$ cat config.mk
export PLATFORM = sky130hd
export DESIGN_NAME = sync_fifo_prog
export DESIGN_NICKNAME = d
export VERILOG_FILES = /design/src/rtl/sync_fifo_pkg.sv /design/src/rtl/sync_fifo_mem.sv /design/src/rtl/sync_fifo_prog.sv
export SDC_FILE = /design/constraint.sdc
export NUM_CORES = 1
export LEC_CHECK = 0
export ABC_CLOCK_PERIOD_IN_PS = 5900
export CAP_MARGIN = 0
export CORE_ASPECT_RATIO = 0.7
export CORE_MARGIN = 4
export CORE_UTILIZATION = 58
export DETAILED_ROUTE_END_ITERATION = 8
export GPL_ROUTABILITY_DRIVEN = 0
export PLACE_DENSITY = 0.88
export SETUP_SLACK_MARGIN = 0.02
export SYNTH_ARGS = -nofsm -noshare
export SYNTH_HDL_FRONTEND = slang
export SYNTH_SLANG_ARGS = --single-unit
$ cat constraint.sdc
create_clock -name clk -period 5.9 [get_ports clk]
set_clock_uncertainty 0.05 [all_clocks]
set_input_delay 1.475 -clock clk [delete_from_list [all_inputs] [get_ports clk]]
set_output_delay 1.475 -clock clk [all_outputs]
set_load 0.02 [all_outputs]
$ cat src/rtl/sync_fifo_pkg.sv
// Shared defaults and width helpers for the programmable-threshold synchronous FIFO.
package sync_fifo_pkg;

    localparam int unsigned DEF_FIFO_DEPTH = 8;
    localparam int unsigned DEF_DATA_WIDTH = 32;
    localparam int unsigned DEF_AE_LEVEL   = 2;

    // Pointer width for a power-of-two depth.
    function automatic int unsigned ptr_width(input int unsigned depth);
        return $clog2(depth);
    endfunction

    // One extra bit so the count can represent a completely full FIFO.
    function automatic int unsigned cnt_width(input int unsigned depth);
        return $clog2(depth) + 1;
    endfunction

endpackage

$ cat src/rtl/sync_fifo_mem.sv
// FIFO storage: one synchronous write port, one asynchronous read port, no reset.
module sync_fifo_mem
    import sync_fifo_pkg::*;
#(
    parameter int unsigned DEPTH = DEF_FIFO_DEPTH,
    parameter int unsigned WIDTH = DEF_DATA_WIDTH
) (
    input  logic                        clk,
    input  logic                        wr_en_i,
    input  logic [ptr_width(DEPTH)-1:0] wr_addr_i,
    input  logic [WIDTH-1:0]            wr_data_i,
    input  logic [ptr_width(DEPTH)-1:0] rd_addr_i,
    output logic [WIDTH-1:0]            rd_data_o
);

    logic [WIDTH-1:0] mem_q [DEPTH];

    always_ff @(posedge clk) begin
        if (wr_en_i) begin
            mem_q[wr_addr_i] <= wr_data_i;
        end
    end

    assign rd_data_o = mem_q[rd_addr_i];

endmodule

$ cat src/rtl/sync_fifo_prog.sv
// Synchronous FIFO with programmable almost-full/empty levels and sticky error flags.
// Define SYNC_FIFO_FWFT_EN for first-word-fall-through read data.
module sync_fifo_prog
    import sync_fifo_pkg::*;
#(
    parameter int unsigned FIFO_DEPTH = DEF_FIFO_DEPTH,
    parameter int unsigned DATA_WIDTH = DEF_DATA_WIDTH,
    parameter int unsigned AF_LEVEL   = FIFO_DEPTH - 2,
    parameter int unsigned AE_LEVEL   = DEF_AE_LEVEL
) (
    input  logic                             clk,
    input  logic                             rst,
    input  logic                             cs,
    input  logic                             wr_en,
    input  logic                             rd_en,
    input  logic                             err_clr,
    input  logic [DATA_WIDTH-1:0]            data_in,
    output logic [DATA_WIDTH-1:0]            data_out,
    output logic                             empty,
    output logic                             full,
    output logic                             almost_full,
    output logic                             almost_empty,
    output logic [cnt_width(FIFO_DEPTH)-1:0] count,
    output logic                             overflow,
    output logic                             underflow
);

    localparam int unsigned PTR_W = ptr_width(FIFO_DEPTH);
    localparam int unsigned CNT_W = cnt_width(FIFO_DEPTH);

    logic [PTR_W-1:0]      wr_ptr_q, wr_ptr_d;
    logic [PTR_W-1:0]      rd_ptr_q, rd_ptr_d;
    logic [CNT_W-1:0]      count_q, count_d;
    logic                  empty_q, empty_d;
    logic                  full_q, full_d;
    logic                  afull_q, afull_d;
    logic                  aempty_q, aempty_d;
    logic                  ovf_q, ovf_d;
    logic                  unf_q, unf_d;
    logic                  wr_acc;
    logic                  rd_acc;
    logic [DATA_WIDTH-1:0] rd_data;

    sync_fifo_mem #(
        .DEPTH (FIFO_DEPTH),
        .WIDTH (DATA_WIDTH)
    ) u_mem (
        .clk       (clk),
        .wr_en_i   (wr_acc),
        .wr_addr_i (wr_ptr_q),
        .wr_data_i (data_in),
        .rd_addr_i (rd_ptr_q),
        .rd_data_o (rd_data)
    );

    // Next-state for pointers, occupancy, level flags and sticky errors.
    always_comb begin
        wr_ptr_d = wr_ptr_q;
        rd_ptr_d = rd_ptr_q;
        count_d  = count_q;
        ovf_d    = ovf_q;
        unf_d    = unf_q;

        wr_acc = cs & wr_en & ~full_q;
        rd_acc = cs & rd_en & ~empty_q;

        if (wr_acc) begin
            wr_ptr_d = wr_ptr_q + PTR_W'(1);
        end
        if (rd_acc) begin
            rd_ptr_d = rd_ptr_q + PTR_W'(1);
        end
        if (wr_acc && !rd_acc) begin
            count_d = count_q + CNT_W'(1);
        end else if (rd_acc && !wr_acc) begin
            count_d = count_q - CNT_W'(1);
        end

        // Clear first so a same-cycle set wins.
        if (cs && err_clr) begin
            ovf_d = 1'b0;
            unf_d = 1'b0;
        end
        if (cs && wr_en && full_q) begin
            ovf_d = 1'b1;
        end
        if (cs && rd_en && empty_q) begin
            unf_d = 1'b1;
        end

        empty_d  = (count_d == CNT_W'(0));
        full_d   = (count_d == CNT_W'(FIFO_DEPTH));
        afull_d  = (count_d >= CNT_W'(AF_LEVEL));
        aempty_d = (count_d <= CNT_W'(AE_LEVEL));
    end

    always_ff @(posedge clk or posedge rst) begin
        if (rst) begin
            wr_ptr_q <= '0;
            rd_ptr_q <= '0;
            count_q  <= '0;
            empty_q  <= 1'b1;
            full_q   <= 1'b0;
            afull_q  <= 1'b0;
            aempty_q <= 1'b1;
            ovf_q    <= 1'b0;
            unf_q    <= 1'b0;
        end else begin
            wr_ptr_q <= wr_ptr_d;
            rd_ptr_q <= rd_ptr_d;
            count_q  <= count_d;
            empty_q  <= empty_d;
            full_q   <= full_d;
            afull_q  <= afull_d;
            aempty_q <= aempty_d;
            ovf_q    <= ovf_d;
            unf_q    <= unf_d;
        end
    end

`ifdef SYNC_FIFO_FWFT_EN
    // Head word is shown as soon as it exists; zero while nothing is stored.
    assign data_out = empty_q ? '0 : rd_data;
`else
    logic [DATA_WIDTH-1:0] data_q, data_d;

    always_comb begin
        data_d = data_q;
        if (rd_acc) begin
            data_d = rd_data;
        end
    end

    always_ff @(posedge clk or posedge rst) begin
        if (rst) begin
            data_q <= '0;
        end else begin
            data_q <= data_d;
        end
    end

    assign data_out = data_q;
`endif

    assign count        = count_q;
    assign empty        = empty_q;
    assign full         = full_q;
    assign almost_full  = afull_q;
    assign almost_empty = aempty_q;
    assign overflow     = ovf_q;
    assign underflow    = unf_q;

endmodule

# After elaboration in Yosys (flattened, before gate mapping)
# Memories as Yosys holds them, arrays and structs flattened. A register that Yosys moved wholly into a read port is not among the register bits.
# Index checks and enable logic that the tools add are counted.
dict set report totals {
  reg_bits 16
  mem_bits_rw 256
  elab_cells 42
  mem_count 1
}
# memory words word_bits read_ports rd_clocked_by_memory_dff write_ports line
set mem_list {}
lappend mem_list {u_mem.mem_q 8 32 1 1 1 sync_fifo_mem.sv:16} ;# logic [WIDTH-1:0] mem_q [DEPTH];
dict set report classes {
  addsub 4
  n_lt_le_gt_ge 2
  eq_ne 1
  n_mux 7
  bitwise_logic 6
  n_reduce_logical 12
}
# cell count
set ops {}
lappend ops {{$mux W4} 2}
lappend ops {{$logic_and A1 B1 Y1} 7}
lappend ops {{$add A3 B1 Y3 const B} 2}
lappend ops {{$mux W1} 5}
lappend ops {{$add A4 B1 Y4 const B} 1}
lappend ops {{$and A1 B1 Y1} 4}
lappend ops {{$eq A4 B4 Y1 const B} 1}
lappend ops {{$ge A4 B3 Y1 const B} 1}
lappend ops {{$le A4 B2 Y1 const B} 1}
lappend ops {{$logic_not A4 Y1} 1}
lappend ops {{$reduce_bool A2 Y1} 2}
lappend ops {{$sub A4 B1 Y4 const B} 1}
lappend ops {{$logic_not A1 Y1} 2}
lappend ops {{$not A1 Y1} 2}

# Longest topological paths before layout
# Gate-level depths: netlist (run 1).
dict set report logic_depth {
  depth_word 7
  depth_mapped 5
}

# Modules after synthesis
# From an unflattened synthesis (run 1), not the netlist that was laid out.
dict set report unflattened {
  hier_cells 590
  area_unflattened_um2 11862.6
}
# module instances cells_each area_each_um2
set modules_own_cells {}
lappend modules_own_cells {sync_fifo_mem 1 383 9825.7}
lappend modules_own_cells {sync_fifo_prog 1 207 2037.0}

# Least setup slack after synthesis (run 1)
# No wires, ideal clock.
dict set report synth_timing {
  path_type {input to register}
  start {in cs}
  end {mem u_mem.mem_q[0][0] (netlist bit) (enable)}
  arrival_ns 4.768
  t_required_ns 5.348
  slack_ns 0.580
  path_stages 2
  n_path_buf 0
  cell_sequence {nand3b_2 nor4_1}
}
dict set report synth_between {
  elab_chain_len 4
}
# item line
set synth_rtl {}
lappend synth_rtl {{from (decl)} sync_fifo_prog.sv:13} ;# input logic cs,
lappend synth_rtl {{$and A1 B1 Y1 (2 in series)} sync_fifo_prog.sv:64} ;# wr_acc = cs & wr_en & ~full_q;
lappend synth_rtl {{$mux W1} sync_fifo_mem.sv:19} ;# if (wr_en_i) begin
lappend synth_rtl {{$mux W1 (not written as such)} sync_fifo_mem.sv:20} ;# mem_q[wr_addr_i] <= wr_data_i;
lappend synth_rtl {{to (decl)} sync_fifo_mem.sv:16}
# No other way between the ends.

# Worst setup path in the final report (run 1)
dict set report layout_timing {
  start {in cs}
  end {mem u_mem.mem_q[5][21] (netlist bit) (enable)}
}
# Same word-level chain as after synthesis.

==> impl_metrics.tcl, run 1 <==
set metrics [dict create \
    final.period_utilization 0.583 \
    hold_violations 0 \
    clock-root-buffer "clkbuf_16" \
    synth-edff-count 256 \
    worst_hold_slack_ns 0.433 \
    cp_max_fo 32 \
    cp_slowest_cell "nor2_4" \
    rsz0062_at_grt "false" \
    initial_utilization 0.599 \
    crit_path_start_kind "primary input" \
    cts_hold_buf 0 \
    grt_max_degree 69 \
    fp-row-count 42 \
    cts_buffers 27 \
    synth_nets 594 \
    synth_area_leaders "edfxtp_1 (67%), mux4_2 (13%), dfrtp_1 (10%)" \
    dpl.hpwl_um 12800 \
    synthFlopType "edfxtp_1" \
    netlist_area_mm2 0.0115 \
    power_frac_comb 0.277 \
    grt-ovfl-total 0 \
    fillers 1174 \
    crit_family "simple AND/OR/NAND/NOR gates" \
    multi_input_comb_area_mm2 0.00254 \
    arrival_ns 3.53 \
    pin_count 80 \
    holdPathEnd "data_out[21]$_DFFE_PP0P_" \
    dp_cells 884 \
    ys_seq_elements 304 \
    die_area_mm2 0.0222 \
    pwr-share-clk 0.261 \
    grt_antenna_before_repair 3 \
    cp_slowest_stage_delay_ns 0.87 \
    vias 5542 \
    coreArea_mm2 0.0192 \
    crit_type "primary input to flip-flop" \
    synthMostInstantiatedCell "edfxtp_1" \
    syn_inst 552 \
    fin_area_mm2 0.0135 \
    grtUsageTotal 0.202 \
    pwr-share-seq 0.462 \
    first_pass_iters 5 \
    period_needed_ns 3.44 \
    ys_types 37 \
    regToRegEndpoint "data_out[16]$_DFFE_PP0P_" \
    yosysWarningCount 0 \
    r2r-start "rd_ptr_q[0]$_DFFE_PP0P_" \
    seqCellArea_mm2 0.00890 \
    p_total_mw 6.27 \
    p_sw_mw 1.85 \
    syn_to_final_growth_pct 17.1 \
    drt_iter0_markers 596 \
    hold_path.class "flip-flop to flip-flop" \
    clockBufferDepth 3 \
    status "complete, no violations" \
    worst_slew_pin_slew_ns 1.13 \
    clk_latency_ns 0.53 \
    cp.required_ns 5.99 \
    total_leakage_power_nw 4.57 \
    fin_nets 691 \
    synthArstFlopShare 0.158 \
    slew_headroom 0.246 \
    setup-violations-final 0 \
    path_cells "clkdlybuf4s50_1 > and3b_2 > nand2_1 > nor2_4" \
    vdd_ir_drop_max_uv 290 \
    synth_top_area_share 0.667 \
    drive_gt1_frac 0.215 \
    ys_top_cells_by_count "edfxtp_1 (256), mux4_2 (64), dfrtp_1 (46)" \
    post_drt_wl_per_cell_um 23.5 \
    die_w_um 177 \
    endpoint_kind "flip-flop" \
    reg2reg_slack_ns 3.25 \
    dpl_cell_area_mm2 0.0127 \
    cts_tree "yes" \
    p_int_mw 4.42 \
    reg2regPathDepth 4 \
    critPathBufInv 1 \
    maxSlewViolCount 0 \
    max_cap_violations 0 \
    stdcell_count 934 \
    yosysSeqAreaShare 0.771 \
    grt_pass1_vias 5859 \
    grt_pass1_wl_um 34500 \
    antenna_left 0 \
    portBuffers 79 \
    yosysTopAreaCell "edfxtp_1" \
    cts.sinks 304 \
    postSynthAreaPerCell_um2 20.9 \
    min_path_cells 2 \
    diodes 0 \
    fp.dieH_um 126 \
    fmax_ghz 0.291 \
    drc_errors 0 \
    h-tree-depth 1 \
    timing.setup.tns_ns 0 \
    power_per_cell_area_mw_per_mm2 465 \
    min-delay-start "data_out[21]$_DFFE_PP0P_" \
    vias_per_cell 5.93 \
    routed_wl_um 22000 \
    cts_resized 0 \
    cts_setup_buffers 0 \
    switching_share 0.296 \
    path_clk_slew_ns 0.06 \
]
routing by layer:
metal / part of all wire / routed length (um) / up-vias / GRT usage
met3: 0.066 / 1440 / 28 / 0.0431
met1: 0.42 / 9340 / 2904 / 0.293
met4: 0.013 / 290 / 6 / 0.0337
met2: 0.49 / 10900 / 190 / 0.333
met5: 0.0019 / 41 / - / 0
li1: - / - / 2414 / -
kinds of logic (layout without fill, tap and decap cells):
group           count (synthesis)  count (layout)  synth area share
fa+ha+maj                       4               4           0.00434
simple gates                   69              69            0.0287
flops                         304             304             0.771
compound gates                 42              42            0.0224
xor+xnor                        7               7           0.00662
buf+inv                        28             146            0.0122
mux                            98              98             0.155
layout make-up:
class / instances / share of cell area
Sequential cell: 304 / 0.659
Timing Repair Buffer: 93 / 0.0664
Clock buffer: 35 / 0.0523
Clock inverter: 15 / 0.00843
Multi-Input combinational cell: 220 / 0.189
Inverter: 3 / 0.000834
Tap cell: 264 / 0.0245
stage by stage:
stage               setup slack (ns)   util
finish                          2.46  0.702
global route                    2.32  0.702
CTS                             2.45  0.702
detailed placement              1.92  0.659
global placement                2.02  0.659
floorplan                      0.580      -
power by group through the flow:
stage	clock network, mW	logic [mW]	registers [mW]
finish	1.64	1.74	2.90
global route	1.77	1.86	2.94
CTS	1.66	1.77	2.90
detailed placement	0	1.75	2.94
global placement	0	1.70	2.92
floorplan	0	1.10	2.96
layout by cell type (no fill, tap or decap), types with 2 or more instances in the layout:
master / synthesis / layout
nor3_1: 6 / 2
clkbuf_1: 9 / 8
dfrtp_1: 46 / 43
buf_4: 6 / 14
clkdlybuf4s50_1: 0 / 79
clkinvlp_4: 0 / 2
nor2_4: 0 / 3
inv_6: 0 / 2
mux2i_1: 34 / 34
clkinv_1: 0 / 2
o21ai_0: 33 / 33
dfstp_2: 2 / 2
nor3_2: 0 / 4
dfrtp_2: 0 / 2
xnor2_1: 5 / 5
a32o_1: 2 / 2
ha_1: 4 / 4
nand2b_1: 2 / 2
mux4_2: 64 / 64
nand2_1: 45 / 45
edfxtp_1: 256 / 256
clkbuf_16: 0 / 27
inv_1: 3 / 2
nor2_2: 2 / 2
clkinv_2: 0 / 7
flip-flops by register name, summed over array words and instances, names as in the netlist:
register	cells
almost_empty	1
almost_full	1
count	4
data_out	32
empty	1
full	1
overflow	1
rd_ptr_q	3
u_mem.mem_q	256
underflow	1
wr_ptr_q	3
worst max path at each step:
stage | from | endpoint | cells past startpoint
floorplan | cs | u_mem.mem_q[0][0]$_DFFE_PP_ | 2
global placement | cs | u_mem.mem_q[5][11]$_DFFE_PP_ | 4
detailed placement | cs | u_mem.mem_q[7][11]$_DFFE_PP_ | 4
CTS | cs | u_mem.mem_q[7][0]$_DFFE_PP_ | 4
global route | cs | u_mem.mem_q[5][29]$_DFFE_PP_ | 4
finish | cs | u_mem.mem_q[5][21]$_DFFE_PP_ | 4
tightest hold or removal path, delay by kind of cell, from the launching register on:
| family | cells | cell delay, ns |
|---|---|---|
| AND/OR/NAND/NOR | 1 | 0.04 |
| AO/OA/AOI/OAI | 1 | 0.06 |
| flip-flops | 1 | 0.34 |
Note: power is estimated with default switching activity, not from simulation.
==> run 2: changes to the inputs <==
--- a/config.mk
+++ b/config.mk
@@ -5,7 +5,7 @@
 export SDC_FILE = /design/constraint.sdc
 export NUM_CORES = 1
 export LEC_CHECK = 0
-export ABC_CLOCK_PERIOD_IN_PS = 5900
+export ABC_CLOCK_PERIOD_IN_PS = 3200
 export CAP_MARGIN = 0
 export CORE_ASPECT_RATIO = 0.7
 export CORE_MARGIN = 4
==> constraint.sdc (replaced) <==
create_clock -name clk -period 3.2 [get_ports clk]
set_clock_uncertainty 0.05 [all_clocks]
set_input_delay 0.8 -clock clk [delete_from_list [all_inputs] [get_ports clk]]
set_output_delay 0.8 -clock clk [all_outputs]
set_load 0.02 [all_outputs]
==> run 2 against run 1 <==
Clock-buffer cell count grew 2. Worst setup slack lost 1.9 ns. Combinational power grew 91%. Global-route usage grew 1.7 points. First-iteration DRC count shrank 5.0%. Final cell count grew 1.1%. Register-to-register slack lost 2.3 ns. Critical path type is now flip-flop to output port. Sequential power grew 85%.
==> impl_metrics.tcl, run 2 (same netlist as run 1, synthesis figures left out) <==
set metrics [dict create \
    status "complete, no violations" \
    routed_wl_um 23800 \
    dpl_cell_area_mm2 0.0128 \
    pre_cts_ws_ns 0.317 \
    regToRegEndpoint "data_out[29]$_DFFE_PP0P_" \
    vias 5785 \
    timing.setup.tns_ns 0 \
    grt-ovfl-total 0 \
    vias_per_cell 6.13 \
    min_path_cells 2 \
    cp_slowest_cell "clkdlybuf4s50_1" \
    cts_setup_buffers 0 \
    first_pass_iters 5 \
    critPathBufInv 1 \
    cts_hold_buf 0 \
    final_cell_mix "edfxtp_1 (256), clkdlybuf4s50_1 (79), mux4_2 (64)" \
    reg2reg_slack_ns 0.98 \
    largest_register "u_mem.mem_q" \
    grt_pass1_vias 6117 \
    crit_path_start_kind "flip-flop" \
    crit_family "buffers and inverters" \
    pin_count 80 \
    clock-root-buffer "clkbuf_16" \
    fillers 1109 \
    drt_iter0_markers 566 \
    final.period_utilization 0.810 \
    reg2regPathDepth 4 \
    dp_cells 894 \
    largest_reg_flops 256 \
    die_w_um 177 \
    path_clk_slew_ns 0.06 \
    rsz0062_at_grt "false" \
    crit_type "flip-flop to output port" \
    worst_hold_slack_ns 0.429 \
    die_area_mm2 0.0222 \
    clk_latency_ns 0.54 \
    cts.sinks 304 \
    coreArea_mm2 0.0192 \
    cts_buffers 27 \
    fp.dieH_um 126 \
    drive_gt1_frac 0.225 \
    power_per_cell_area_mw_per_mm2 875 \
    layout_setup_ws_ns 0.607 \
    min-delay-start "data_out[0]$_DFFE_PP0P_" \
    worst_slew_pin_slew_ns 0.881 \
    vdd_ir_drop_max_uv 641 \
    total_leakage_power_nw 4.69 \
    max_cap_violations 0 \
    layout_commonest_cell "edfxtp_1" \
    syn_to_final_growth_pct 19.3 \
    holdPathEnd "data_out[0]$_DFFE_PP0P_" \
    critPathLaunch "count[1]$_DFF_PP0_" \
    grt_pass1_wl_um 37100 \
    initial_utilization 0.599 \
    fmax_ghz 0.386 \
    period_needed_ns 2.59 \
    slew_headroom 0.413 \
    fp-row-count 42 \
    grt_max_degree 41 \
    drc_errors 0 \
    r2r-start "rd_ptr_q[0]$_DFFE_PP0P_" \
    cp.depth 1 \
    path_cells "clkdlybuf4s50_1" \
    cts_resized 0 \
    hold_path.class "flip-flop to flip-flop" \
    endpoint_kind "output port" \
    arrival_ns 1.74 \
    setup-violations-final 0 \
    fin_nets 701 \
    fin_area_mm2 0.0138 \
    cp_max_fo 9 \
    dpl.hpwl_um 14100 \
    diodes 0 \
    grt_antenna_before_repair 0 \
    stdcell_count 944 \
    cts_tree "yes" \
    hold_violations 0 \
    grtUsageTotal 0.220 \
    clockBufferDepth 3 \
    p_total_mw 12.0 \
    post_drt_wl_per_cell_um 25.3 \
    portBuffers 79 \
    cp_slowest_stage_delay_ns 0.67 \
    h-tree-depth 1 \
    cp.required_ns 2.35 \
    antenna_left 0 \
    utilization 0.715 \
    maxSlewViolCount 0 \
]
==> run 2: cell types whose count changed in the layout (fill, tap and decap cells not counted), sizes merged <==
cell      previous run  this run
buf                 14        24
bufinv               1         4
clkbuf              35        37
clkinv              10         8
clkinvlp             2         0
inv                  5         4
==> run 2: final cells by class <==
type                       instances  area (um^2)  area share
multi-input combinational        220         2560       0.186
clock inverter                    13          175      0.0127
timing repair buffer             103         1030      0.0752
sequential                       304         8900       0.647
clock buffer                      37          743      0.0540
tap                              264          330      0.0240
inverter                           3         11.3    0.000819
==> run 2: worst max-delay path by stage <==
stage	to	slack, ns
2_1_floorplan	u_mem.mem_q[2][0]$_DFFE_PP_	-0.60
3_3_place_gp	u_mem.mem_q[4][25]$_DFFE_PP_	0.39
3_5_place_dp	u_mem.mem_q[4][25]$_DFFE_PP_	0.32
4_1_cts	count[0]	0.61
5_1_grt	count[1]	0.56
6_report	count[1]	0.61
==> run 2: power by group <==
| group | internal [mW] | leakage, nW | switching [mW] |
|---|---|---|---|
| logic | 1.69 | 1.34 | 1.65 |
| clock network | 1.95 | 0.449 | 1.38 |
| registers | 4.85 | 2.90 | 0.516 |
==> run 2: routing by layer <==
layer | up-vias | GRT usage | share of wire
met1 | 3033 | 0.316 | 0.40
met2 | 261 | 0.358 | 0.50
met5 | - | 0 | 0
li1 | 2438 | - | -
met3 | 53 | 0.0374 | 0.067
met4 | 0 | 0.0605 | 0.030
==> run 3: changes to the inputs <==
--- a/config.mk
+++ b/config.mk
@@ -5,7 +5,7 @@
 export SDC_FILE = /design/constraint.sdc
 export NUM_CORES = 1
 export LEC_CHECK = 0
-export ABC_CLOCK_PERIOD_IN_PS = 3200
+export ABC_CLOCK_PERIOD_IN_PS = 2600
 export CAP_MARGIN = 0
 export CORE_ASPECT_RATIO = 0.7
 export CORE_MARGIN = 4
==> constraint.sdc (replaced) <==
create_clock -name clk -period 2.6 [get_ports clk]
set_clock_uncertainty 0.05 [all_clocks]
set_input_delay 0.65 -clock clk [delete_from_list [all_inputs] [get_ports clk]]
set_output_delay 0.65 -clock clk [all_outputs]
set_load 0.02 [all_outputs]
==> run 3 against run 2 <==
Register-to-register slack lost 0.59 ns. Combinational power up 28%. Total power rose by 25%. Global-route usage up 0.095 points. Core utilization is 1.1 points higher. Non-clock buffer count rose by 7. Worst setup slack worse by 0.43 ns. Clock-buffer cell count decreased by 2. Cell area grew 1.6%. Sequential power is 23% higher. Wire length is 0.29% higher.
==> impl_metrics.tcl, run 3 (same netlist as run 1, synthesis figures left out) <==
set metrics [dict create \
    status "complete, no violations" \
    total_leakage_power_nw 4.77 \
    drt_iter0_markers 559 \
    dpl.hpwl_um 14700 \
    layout_setup_ws_ns 0.172 \
    initial_utilization 0.599 \
    pin_count 80 \
    cts_tree "yes" \
    p_int_mw 10.6 \
    critPathBufInv 1 \
    grt_max_degree 59 \
    endpoint_kind "output port" \
    clk_latency_ns 0.54 \
    pwr-share-seq 0.440 \
    cts_resized 0 \
    maxSlewViolCount 0 \
    max_cap_violations 0 \
    crit_path_start_kind "flip-flop" \
    cts_hold_buf 0 \
    r2r-start "rd_ptr_q[0]$_DFFE_PP0P_" \
    grt_pass1_wl_um 37300 \
    cts.sinks 304 \
    path_clk_slew_ns 0.07 \
    worst_slew_pin_slew_ns 0.610 \
    final.period_utilization 0.934 \
    cp_slowest_cell "clkdlybuf4s50_1" \
    drc_errors 0 \
    largest_reg_flops 256 \
    routed_wl_um 23900 \
    final_cell_mix "edfxtp_1 (256), clkdlybuf4s50_1 (79), mux4_2 (64)" \
    clockBufferDepth 3 \
    regToRegEndpoint "data_out[25]$_DFFE_PP0P_" \
    setup-violations-final 0 \
    reg2regPathDepth 4 \
    fp-row-count 42 \
    power_per_cell_area_mw_per_mm2 1080 \
    vias_per_cell 6.05 \
    slew_headroom 0.593 \
    antenna_left 0 \
    cp.required_ns 1.90 \
    period_needed_ns 2.43 \
    cts_buffers 28 \
    pre_cts_ws_ns 0.0890 \
    clock-root-buffer "clkbuf_16" \
    layout_commonest_cell "edfxtp_1" \
    arrival_ns 1.73 \
    vias 5764 \
    h-tree-depth 1 \
    grtUsageTotal 0.220 \
    grt_antenna_before_repair 2 \
    vdd_ir_drop_max_uv 787 \
    first_pass_iters 5 \
    fp.dieH_um 126 \
    switching_share 0.296 \
    post_drt_wl_per_cell_um 25.1 \
    hold_path.class "primary input to asynchronous set/reset pin" \
    die_w_um 177 \
    path_cells "clkdlybuf4s50_1" \
    portBuffers 79 \
    fin_nets 709 \
    coreArea_mm2 0.0192 \
    p_sw_mw 4.44 \
    diodes 0 \
    crit_type "flip-flop to output port" \
    power_frac_comb 0.285 \
    cts_setup_buffers 0 \
    rsz0062_at_grt "false" \
    die_area_mm2 0.0222 \
    pwr-share-clk 0.276 \
    largest_register "u_mem.mem_q" \
    grt-ovfl-total 0 \
    crit_family "buffers and inverters" \
    drive_gt1_frac 0.237 \
    cp_max_fo 4 \
    cp_slowest_stage_delay_ns 0.62 \
    timing.setup.tns_ns 0 \
    syn_to_final_growth_pct 21.2 \
    fmax_ghz 0.412 \
    cp.depth 1 \
    hold_violations 0 \
    grt_pass1_vias 6198 \
    reg2reg_slack_ns 0.39 \
]
## run 3: cell count changes in the layout (fill, tap and decap cells not counted)
cell and change:
buf_12 +10, buf_4 -3, nor3_2 -3, nor3_4 +3, clkbuf_8 -2, clkinv_2 +2, clkinvlp_4 +2, clkbuf_1 -1
clkbuf_16 +1, clkinv_4 +1, inv_6 -1
## run 3: final cells by class
cell class                      count  area, um^2
Timing Repair Buffer              110        1210
Tap cell                          264         330
Sequential cell                   304        8900
Inverter                            3        11.3
Clock inverter                     17         200
Fill cell                        1084        5270
Multi-Input combinational cell    220        2580
Clock buffer                       35         737
## run 3: how the worst max path moves through the flow
| stage | startpoint | end | slack [ns] |
|---|---|---|---|
| after floorplan | cs | u_mem.mem_q[7][0]$_DFFE_PP_ | -0.26 |
| after detailed placement | wr_en | empty$_DFF_PP1_ | 0.09 |
| after global routing | count[1]$_DFF_PP0_ | count[1] | 0.12 |
| after CTS | empty$_DFF_PP1_ | empty | 0.16 |
| after global placement | wr_en | u_mem.mem_q[5][14]$_DFFE_PP_ | 0.19 |
| final | empty$_DFF_PP1_ | empty | 0.17 |
## run 3: power groups by stage
stage	combinational (mW)	sequential, mW	clock, mW
finish	4.27	6.60	4.14
global route	4.57	6.69	4.42
CTS	4.32	6.61	4.21
detailed placement	4.28	6.69	0
global placement	4.16	6.63	0
floorplan	2.51	6.73	0
## run 3: through the flow
stage,util,std cells,power (mW),hold WS (ns),instance area (um^2)
2_1_floorplan,-,552,9.25,0.516,11600
3_3_place_gp,0.677,901,10.8,0.412,13000
3_5_place_dp,0.677,901,11.0,0.419,13000
4_1_cts,0.726,953,15.1,0.397,14000
5_1_grt,0.726,953,15.7,0.424,14000
6_report,0.726,953,15.0,0.394,14000
## run 3: metal layers
| layer | share of wire | global-route usage |
|---|---|---|
| met5 | 0.0011 | 0 |
| met4 | 0.024 | 0.0550 |
| met3 | 0.068 | 0.0455 |
| met2 | 0.50 | 0.353 |
| met1 | 0.41 | 0.320 |
